## config.mk

```make
export PLATFORM = sky130hd
export DESIGN_NAME = mems_spi_arbiter_flat
export DESIGN_NICKNAME = d
export VERILOG_FILES = /design/src/rtl/mems_spi_arbiter_pkg.sv /design/src/rtl/mems_spi_arbiter_if.sv /design/src/rtl/mems_spi_arb_pick.sv /design/src/rtl/mems_spi_arbiter.sv /design/src/flat_wrapper.sv
export SDC_FILE = /design/constraint.sdc
export NUM_CORES = 1
export LEC_CHECK = 0
export ABC_AREA = 1
export BUFFER_PORTS_ARGS = -buffer_cell sky130_fd_sc_hd__clkbuf_2
export CORE_ASPECT_RATIO = 0.75
export CORE_MARGIN = 4
export CORE_UTILIZATION = 51
export DETAILED_ROUTE_END_ITERATION = 8
export PLACE_DENSITY = 0.84
export SLEW_MARGIN = 20
export SYNTH_ARGS = -nofsm -noshare
export SYNTH_HDL_FRONTEND = slang
export SYNTH_SLANG_ARGS = --single-unit
export TNS_END_PERCENT = 20
```

## constraint.sdc

```tcl
create_clock -name clk -period 3.4 [get_ports clk]
set_input_delay 0.51 -clock clk [delete_from_list [all_inputs] [get_ports clk]]
set_output_delay 0.51 -clock clk [all_outputs]
set_load 0.02 [all_outputs]
```

## src/rtl/mems_spi_arbiter_pkg.sv

```systemverilog
// Shared types and constants for the MEMS DAC SPI arbiter.
// Build option: ARB_ROUND_ROBIN_EN selects round-robin tie-break.
package mems_spi_arbiter_pkg;

  localparam int DATA_W_DEF = 24;

  localparam logic PORT_SCAN = 1'b0;
  localparam logic PORT_HOST = 1'b1;

  typedef enum logic [1:0] {
    S_IDLE      = 2'd0,
    S_GRANT     = 2'd1,
    S_WAIT_BUSY = 2'd2,
    S_WAIT_DONE = 2'd3
  } arb_state_e;

endpackage

```

## src/rtl/mems_spi_arbiter_if.sv

```systemverilog
// Requester/SPI-master bundle for the arbiter.
// slave = arbiter side, master = requesters and SPI master side.
interface mems_spi_arbiter_if
  import mems_spi_arbiter_pkg::*;
#(
  parameter int DATA_W = DATA_W_DEF
);

  logic              req0;
  logic [DATA_W-1:0] data0;
  logic              lock0;
  logic              ack0;
  logic              done0;

  logic              req1;
  logic [DATA_W-1:0] data1;
  logic              ack1;
  logic              done1;

  logic              spi_busy;
  logic              spi_start;
  logic [DATA_W-1:0] spi_data;
  logic              owner;
  logic              timeout_err;

  modport slave (
    input  req0, data0, lock0,
    input  req1, data1,
    input  spi_busy,
    output ack0, done0,
    output ack1, done1,
    output spi_start, spi_data,
    output owner, timeout_err
  );

  modport master (
    output req0, data0, lock0,
    output req1, data1,
    output spi_busy,
    input  ack0, done0,
    input  ack1, done1,
    input  spi_start, spi_data,
    input  owner, timeout_err
  );

endinterface

```

## src/rtl/mems_spi_arb_pick.sv

```systemverilog
// Combinational winner select between scan and host ports.
// Build option: ARB_ROUND_ROBIN_EN (tie goes to port not granted last).
module mems_spi_arb_pick
  import mems_spi_arbiter_pkg::*;
(
  input  logic req0_i,
  input  logic req1_i,
  input  logic lock_hold_i,
  input  logic owner_i,
  output logic win_vld_o,
  output logic win_port_o
);

`ifdef ARB_ROUND_ROBIN_EN
  localparam logic RR_EN = 1'b1;
`else
  localparam logic RR_EN = 1'b0;
`endif

  logic tie_port;
  logic both;

  assign tie_port = RR_EN ? ~owner_i : PORT_SCAN;
  assign both     = req0_i & req1_i;

  always_comb begin
    win_vld_o  = req0_i | (req1_i & ~lock_hold_i);
    win_port_o = PORT_SCAN;
    unique case (1'b1)
      lock_hold_i:
        win_port_o = PORT_SCAN;
      (~lock_hold_i & both):
        win_port_o = tie_port;
      (~lock_hold_i & req1_i & ~req0_i):
        win_port_o = PORT_HOST;
      default:
        win_port_o = PORT_SCAN;
    endcase
  end

endmodule

```

## src/rtl/mems_spi_arbiter.sv

```systemverilog
// Two-port arbiter in front of the 24-bit MEMS DAC SPI master.
// Build option: ARB_ROUND_ROBIN_EN (see mems_spi_arb_pick).
module mems_spi_arbiter
  import mems_spi_arbiter_pkg::*;
#(
  parameter int DATA_W       = DATA_W_DEF,
  parameter int BUSY_TIMEOUT = 8
) (
  input  logic            clk,
  input  logic            rst,
  mems_spi_arbiter_if.slave bus
);

  localparam logic [7:0] TO_LAST = 8'(BUSY_TIMEOUT - 1);
  localparam logic [7:0] TO_SAT  = 8'(BUSY_TIMEOUT);

  arb_state_e        state_q;
  logic [DATA_W-1:0] spi_data_q;
  logic              owner_q;
  logic              lock_q;
  logic              err_q;
  logic [7:0]        cnt_q;
  logic [7:0]        cnt_d;
  logic              ack0_q;
  logic              ack1_q;
  logic              done0_q;
  logic              done1_q;
  logic              start_q;

  logic lock_eff;
  logic win_vld;
  logic win_port;

  // Lock only binds while lock0 is still asserted this cycle.
  assign lock_eff = lock_q & bus.lock0;
  assign cnt_d    = cnt_q + 8'd1;

  mems_spi_arb_pick u_pick (
    .req0_i      (bus.req0),
    .req1_i      (bus.req1),
    .lock_hold_i (lock_eff),
    .owner_i     (owner_q),
    .win_vld_o   (win_vld),
    .win_port_o  (win_port)
  );

  always_ff @(posedge clk or negedge rst) begin
    if (!rst) begin
      state_q    <= S_IDLE;
      spi_data_q <= '0;
      owner_q    <= PORT_SCAN;
      lock_q     <= 1'b0;
      err_q      <= 1'b0;
      cnt_q      <= '0;
      ack0_q     <= 1'b0;
      ack1_q     <= 1'b0;
      done0_q    <= 1'b0;
      done1_q    <= 1'b0;
      start_q    <= 1'b0;
    end else begin
      ack0_q  <= 1'b0;
      ack1_q  <= 1'b0;
      done0_q <= 1'b0;
      done1_q <= 1'b0;
      start_q <= 1'b0;
      unique case (state_q)
        S_IDLE: begin
          if (!bus.lock0) lock_q <= 1'b0;
          if (win_vld) begin
            owner_q <= win_port;
            state_q <= S_GRANT;
            if (win_port == PORT_SCAN) begin
              spi_data_q <= bus.data0;
              ack0_q     <= 1'b1;
              lock_q     <= bus.lock0;
            end else begin
              spi_data_q <= bus.data1;
              ack1_q     <= 1'b1;
            end
          end
        end
        S_GRANT: begin
          if (!bus.spi_busy) begin
            start_q <= 1'b1;
            cnt_q   <= '0;
            state_q <= S_WAIT_BUSY;
          end
        end
        S_WAIT_BUSY: begin
          if (bus.spi_busy) begin
            state_q <= S_WAIT_DONE;
          end else if (cnt_q >= TO_LAST) begin
            // Master never answered: report and release the bus.
            cnt_q   <= TO_SAT;
            err_q   <= 1'b1;
            done0_q <= (owner_q == PORT_SCAN);
            done1_q <= (owner_q == PORT_HOST);
            state_q <= S_IDLE;
          end else begin
            cnt_q <= cnt_d;
          end
        end
        S_WAIT_DONE: begin
          if (!bus.spi_busy) begin
            done0_q <= (owner_q == PORT_SCAN);
            done1_q <= (owner_q == PORT_HOST);
            state_q <= S_IDLE;
          end
        end
        default: state_q <= S_IDLE;
      endcase
    end
  end

  assign bus.ack0        = ack0_q;
  assign bus.ack1        = ack1_q;
  assign bus.done0       = done0_q;
  assign bus.done1       = done1_q;
  assign bus.spi_start   = start_q;
  assign bus.spi_data    = spi_data_q;
  assign bus.owner       = owner_q;
  assign bus.timeout_err = err_q;

endmodule
```

## src/flat_wrapper.sv

```systemverilog
// flat-port wrapper written by rule: the top's interface ports become plain ports
module mems_spi_arbiter_flat import mems_spi_arbiter_pkg::*;
#(
  parameter int DATA_W       = DATA_W_DEF,
  parameter int BUSY_TIMEOUT = 8
)
  (clk, rst, bus_req0, bus_data0, bus_lock0, bus_req1, bus_data1, bus_spi_busy, bus_ack0, bus_done0, bus_ack1, bus_done1, bus_spi_start, bus_spi_data, bus_owner, bus_timeout_err);
  mems_spi_arbiter_if #(.DATA_W(DATA_W)) bus_i ();
  input  logic clk;
  input  logic rst;
  input wire logic [$bits(bus_i.req0)-1:0] bus_req0;
  input wire logic [$bits(bus_i.data0)-1:0] bus_data0;
  input wire logic [$bits(bus_i.lock0)-1:0] bus_lock0;
  input wire logic [$bits(bus_i.req1)-1:0] bus_req1;
  input wire logic [$bits(bus_i.data1)-1:0] bus_data1;
  input wire logic [$bits(bus_i.spi_busy)-1:0] bus_spi_busy;
  output wire logic [$bits(bus_i.ack0)-1:0] bus_ack0;
  output wire logic [$bits(bus_i.done0)-1:0] bus_done0;
  output wire logic [$bits(bus_i.ack1)-1:0] bus_ack1;
  output wire logic [$bits(bus_i.done1)-1:0] bus_done1;
  output wire logic [$bits(bus_i.spi_start)-1:0] bus_spi_start;
  output wire logic [$bits(bus_i.spi_data)-1:0] bus_spi_data;
  output wire logic [$bits(bus_i.owner)-1:0] bus_owner;
  output wire logic [$bits(bus_i.timeout_err)-1:0] bus_timeout_err;
  assign bus_i.req0 = bus_req0;
  assign bus_i.data0 = bus_data0;
  assign bus_i.lock0 = bus_lock0;
  assign bus_i.req1 = bus_req1;
  assign bus_i.data1 = bus_data1;
  assign bus_i.spi_busy = bus_spi_busy;
  assign bus_ack0 = bus_i.ack0;
  assign bus_done0 = bus_i.done0;
  assign bus_ack1 = bus_i.ack1;
  assign bus_done1 = bus_i.done1;
  assign bus_spi_start = bus_i.spi_start;
  assign bus_spi_data = bus_i.spi_data;
  assign bus_owner = bus_i.owner;
  assign bus_timeout_err = bus_i.timeout_err;
  mems_spi_arbiter #(.DATA_W(DATA_W), .BUSY_TIMEOUT(BUSY_TIMEOUT)) u_core (.clk(clk), .rst(rst), .bus(bus_i));
endmodule
```

Yosys cells after proc, flatten, opt, wreduce, memory -nomap -nowiden. Index checks and enable logic that the tools add are counted.

$add $sub $neg: 1. Magnitude comparators: 1. Eq/ne operators: 8. Mux-type cells: 31. Bitwise operators: 8. Reduce and logical (&&, ||, !) cells: 6.

Operators with widths (count): $mux W24 (1); $mux W8 (3); $mux W1 (18); $pmux W8 S2 (1); $mux W2 (5); $add A8 B1 Y8 const B (1); $ge A8 B3 Y1 const B (1); $ne A2 B2 Y1 const B (4); $pmux W2 S4 (1); $reduce_and A3 Y1 (2); $eq A2 B2 Y1 const B (2); $not A1 Y1 (4); $pmux W1 S2 (2); $reduce_and A4 Y1 (1); $and A1 B1 Y1 (3); $ne A3 B2 Y1 const B (1); $eq A2 B1 Y1 const B (1); $logic_not A2 Y1 (1); $reduce_and A2 Y1 (1); $reduce_bool A2 Y1 (1); $or A1 B1 Y1 (1).

Flip-flop bits (word level): 42. Input port bits: 54. Output and inout port bits: 31. Logic and storage cells: 66.

Logic depth before layout (Yosys ltp).
Word-level depth: 8. Depth in mapped cells: 7. Mapped depth without buffers: 6.

By module. Synthesis repeated with hierarchy kept, for this count alone.

Cells, all modules: 221. Area total of the unflattened synthesis: 1868.0 um^2.

By module, submodules not included: mems_spi_arbiter (instances 1, cells each 216, area an instance 1844.3 um^2); mems_spi_arb_pick (instances 1, cells each 5, area an instance 23.8 um^2).

Worst setup path after synthesis. OpenSTA, ideal clock, no wires.

Kind: input-to-reg. Start: input bus_req1. End: register u_core.spi_data_q[0] (netlist: u_core.bus.spi_data[0]). Setup time: 117 ps. Data arrival time: 1213 ps. Required time: 3283 ps. Setup slack: 2070 ps. Stages: 7. Cells stage by stage: buf_4 -> nand2_2 -> a21oi_4 -> inv_2 -> buf_6 -> nand2_1 -> nand2_1.

Longest elaborated chain between the ends: 4.

Ends and longest elaborated chain: start: declaration (line flat_wrapper.sv:14) `input wire logic [$bits(bus_i.req1)-1:0] bus_req1;`; $and A1 B1 Y1 * (line mems_spi_arb_pick.sv:27, mems_spi_arb_pick.sv:34); $and A1 B1 Y1 (line mems_spi_arb_pick.sv:34) `(~lock_hold_i & req1_i & ~req0_i):`; $mux W1 (line mems_spi_arb_pick.sv:29) `unique case (1'b1)`; $mux W24 (line mems_spi_arbiter.sv:72) `if (win_port == PORT_SCAN) begin`; end signal: assignment (line mems_spi_arbiter.sv:73) `spi_data_q <= bus.data0;`; end signal: assignment (line mems_spi_arbiter.sv:77) `spi_data_q <= bus.data1;`; end: declaration (line mems_spi_arbiter.sv:18) `logic [DATA_W-1:0] spi_data_q;`.

Mark *: on every way between the ends. The rest lies on a longest branch, timed or not. A chain may end at the register's enable or synchronous reset.

Worst setup path in the final report.
Start: register u_core.lock_q. End: register u_core.spi_data_q[5] (netlist: u_core.bus.spi_data[5]).

Longest elaborated chain between the ends: 6.

Ends and longest elaborated chain: start: declaration (line mems_spi_arbiter.sv:20) `logic lock_q;`; start signal: assignment (line mems_spi_arbiter.sv:75) `lock_q <= bus.lock0;`; $and A1 B1 Y1 * (line mems_spi_arbiter.sv:35) `assign lock_eff = lock_q & bus.lock0;`; $not A1 Y1 * (line mems_spi_arb_pick.sv:27, mems_spi_arb_pick.sv:34); $and A1 B1 Y1 * (line mems_spi_arb_pick.sv:27, mems_spi_arb_pick.sv:34); $and A1 B1 Y1 (line mems_spi_arb_pick.sv:34); $mux W1 (line mems_spi_arb_pick.sv:29); $mux W24 (line mems_spi_arbiter.sv:72).

Marks and branches as above.

==> summary.md <==
| Metric | Value |
|---|---|
| Layout cell share with drive strength beyond 1 | `28.2%` |
| Die area | `0.00514 sq mm` |
| Number of setup buffers added after CTS | `0` |
| Port bufs | `84` |
| Critical path data required time | `3580 ps` |
| Clk pin slew, worst setup/hold paths | `70 ps` |
| Warnings, synthesis | `0` |
| Power density over the cells | `756 mW/mm^2` |
| Hold buffer count at CTS | `0` |
| Top-level I/O count | `85` |
| Layout-stage area growth over the synthesis result | `23.2%` |
| Kind of critical path | `reg2reg` |
| Sequence of cells on the critical path | `nand2_2, nand2_2, a21oi_4, inv_2, nand2_1, nand2_1` |
| Final setup margin | `1280 ps` |
| Core footprint | `0.00378 sq mm` |
| Family with the most delay on the worst path | `simple AND/OR/NAND/NOR gates` |
| Starting density of the core | `54.6%` |
| Cell with the largest stage delay on the worst path | `a21oi_4` |
| Final Cycle Share | `62.4%` |
| Power Total | `1920 uW` |
| X dimension of the die | `81.4 um` |
| Number of standard cells after synthesis | `271` |
| Number of pins with negative max-slew slack in the final report | `0` |
| Worst-margin pin slew | `886 ps` |
| Final routed wirelength across all metal layers | `4.97 mm` |
| Setup repair after global routing missed its margin | `false` |
| Hold violation count in the final report | `0` |
| Highest achievable clock rate | `0.472 GHz` |
| Final core area utilization | `67.3%` |
| Switch share | `44.0%` |
| Aggregate global routing overflow | `0` |
| Count of distinct cell types in the synthesized netlist | `20` |
| Initial antenna violation count | `0` |
| DRC violations left | `0` |
| Post-synthesis sequential area ratio | `50.9%` |
| Vias in the first global route | `1758` |
| DR vias | `1963` |
| Wire per inst | `12.4 um` |
| CP Launch Type | `flop` |
| Static leakage power | `0.00156 uW` |
| Critical path fanouts, max | `27` |
| Class of the tightest hold or removal check | `in2async` |
| Clock skew | `5.18 ps` |
| Share of total power in sequential cells | `41.5%` |
| Pin count of the biggest net entering global routing | `43` |
| H-tree level count | `2` |
| Worst Setup End Kind | `flop` |
| Post-Synthesis Cell Area | `0.00206 sq mm` |
| Number of iterations in the first detailed-routing pass | `4` |
| CTS buffer count | `5` |
| Final critical-path required period | `2120 ps` |
| Clock network fraction of total power | `15.5%` |
| Antenna violation net count after detailed routing | `0` |
| Average size of a mapped cell | `7.61 sq um` |
| Post-synthesis net count | `326` |
| Clock Tree Buf Depth | `2` |
| Largest register FFs | `24` |
| CTS Root Cell | `clkbuf_8` |
| Count of inserted antenna diode cells | `0` |
| Fill cell count | `326` |
| Number of clock sinks | `42` |
| Standard-cell rows | `19` |
| Worst setup slack before clock tree synthesis | `1070 ps` |
| Relative slew slack | `41.0%` |
| Crit-path max cell delay | `560 ps` |
| Weighted congestion reported at the end of routability-driven placement | `0.765` |
| Clock latency reported for the late side of the worst-skew pair | `290 ps` |
| TritonCTS clock tree | `built` |
| Internal Power | `1080 uW` |
| Critical path arrival | `2300 ps` |
| Detailed router's first-iteration violation count | `135` |
| Buf+Inv Stages, Crit Path | `1` |
| Net total in the final layout | `403` |
| Hold slack final | `340 ps` |
| Status | `complete, no violations` |
| First-pass GRT wire length | `8.20 mm` |
| Switching pwr | `845 uW` |
| # setup viols final | `0` |
| Total of cells resized after clock tree synthesis | `0` |
| Max-cap check violation count | `0` |
| GRT Util Overall | `20.6%` |
| Number of synthesized register bits | `42` |
| Fin Setup TNS | `0 ps` |
| Max VDD drop | `0.000405 V` |
| Vias per std cell | `4.91` |
| Detailed Place HPWL | `3.66 mm` |
| Portion of total power attributed to combinational logic | `43.1%` |
| Height of the die | `63.1 um` |
-- layout by cell type, fill, tap and decap left out, types with 2 or more instances in the layout --
cell,n
nand4_1,25
dfrtp_1,42
nand2_2,3
clkbuf_2,83
nor2_1,10
o21ai_0,4
inv_1,15
nand2_1,140
clkbuf_8,5
inv_2,3
clkinv_2,2
a21oi_1,2
nand3_1,8
-- metal layers --
metal	vias to the layer above	track usage (%)	wire, um
met3	4	6.70	438
li1	1013	-	-
met2	77	31.0	2230
met5	-	0	0
met4	0	4.43	39
met1	869	28.9	2260
-- logic make-up after synthesis --
family | synth area share (%)
simple gates | 38.4
compound gates | 2.67
flops | 50.9
buf+inv | 7.40
fa+ha+maj | 0.606
-- cell usage after synthesis (all sizes together) --
library cell | count | share of area [%]
nand3 | 8 | 1.9
o21ai | 4 | 0.97
nor2 | 10 | 1.8
buf | 12 | 3.8
dfrtp | 42 | 51
inv | 18 | 3.3
nand3b | 1 | 0.36
nand4 | 25 | 7.6
and3 | 1 | 0.30
ha | 1 | 0.61
clkbuf | 2 | 0.36
nand2 | 143 | 26
o22a | 1 | 0.42
a21oi | 3 | 1.3
-- through the flow --
stage,cell area [sq um],cells
after floorplan,2060,271
after global placement,2460,393
after detailed placement,2460,393
after CTS,2540,400
after global routing,2540,400
final,2540,400
-- path summary, 6_finish.rpt --
| kind | from | end | slack, ps | cells past startpoint |
|---|---|---|---|---|
| worst max-delay path | u_core.lock_q$_DFFE_PN0P_ | u_core.bus.spi_data[5]$_DFFE_PN0P_ | 1280 | 6 |
| worst min-delay path | rst | u_core.bus.spi_data[4]$_DFFE_PN0P_ | 340 | 1 |
| worst max register to register | u_core.lock_q$_DFFE_PN0P_ | u_core.bus.spi_data[5]$_DFFE_PN0P_ | 1280 | 6 |
| worst min register to register | u_core.cnt_q[5]$_DFFE_PN0P_ | u_core.cnt_q[5]$_DFFE_PN0P_ | 470 | 2 |
| max in group asynchronous | rst | u_core.cnt_q[6]$_DFFE_PN0P_ | 2510 | 1 |
| min in group clk | bus_req0 | u_core.bus.ack0$_DFF_PN0_ | 460 | 3 |
-- layout make-up --
| class | count | area, sq um | share of cell area, % |
|---|---|---|---|
| Tap cell | 52 | 65.1 | 2.56 |
| Inverter | 18 | 67.6 | 2.66 |
| Clock buffer | 5 | 68.8 | 2.71 |
| Sequential cell | 42 | 1050 | 41.3 |
| Clock inverter | 2 | 10.0 | 0.394 |
| Timing Repair Buffer | 84 | 420 | 16.5 |
| Multi-Input combinational cell | 197 | 860 | 33.8 |
-- power groups by stage --
| stage | sequential, uW | combinational (uW) | clock, uW |
|---|---|---|---|
| after global routing | 824 | 934 | 325 |
| after CTS | 797 | 836 | 302 |
| final | 798 | 828 | 297 |
| after detailed placement | 802 | 837 | 0 |
| after global placement | 804 | 809 | 0 |
| after floorplan | 972 | 401 | 0 |
(Power assumes the default switching activity.)
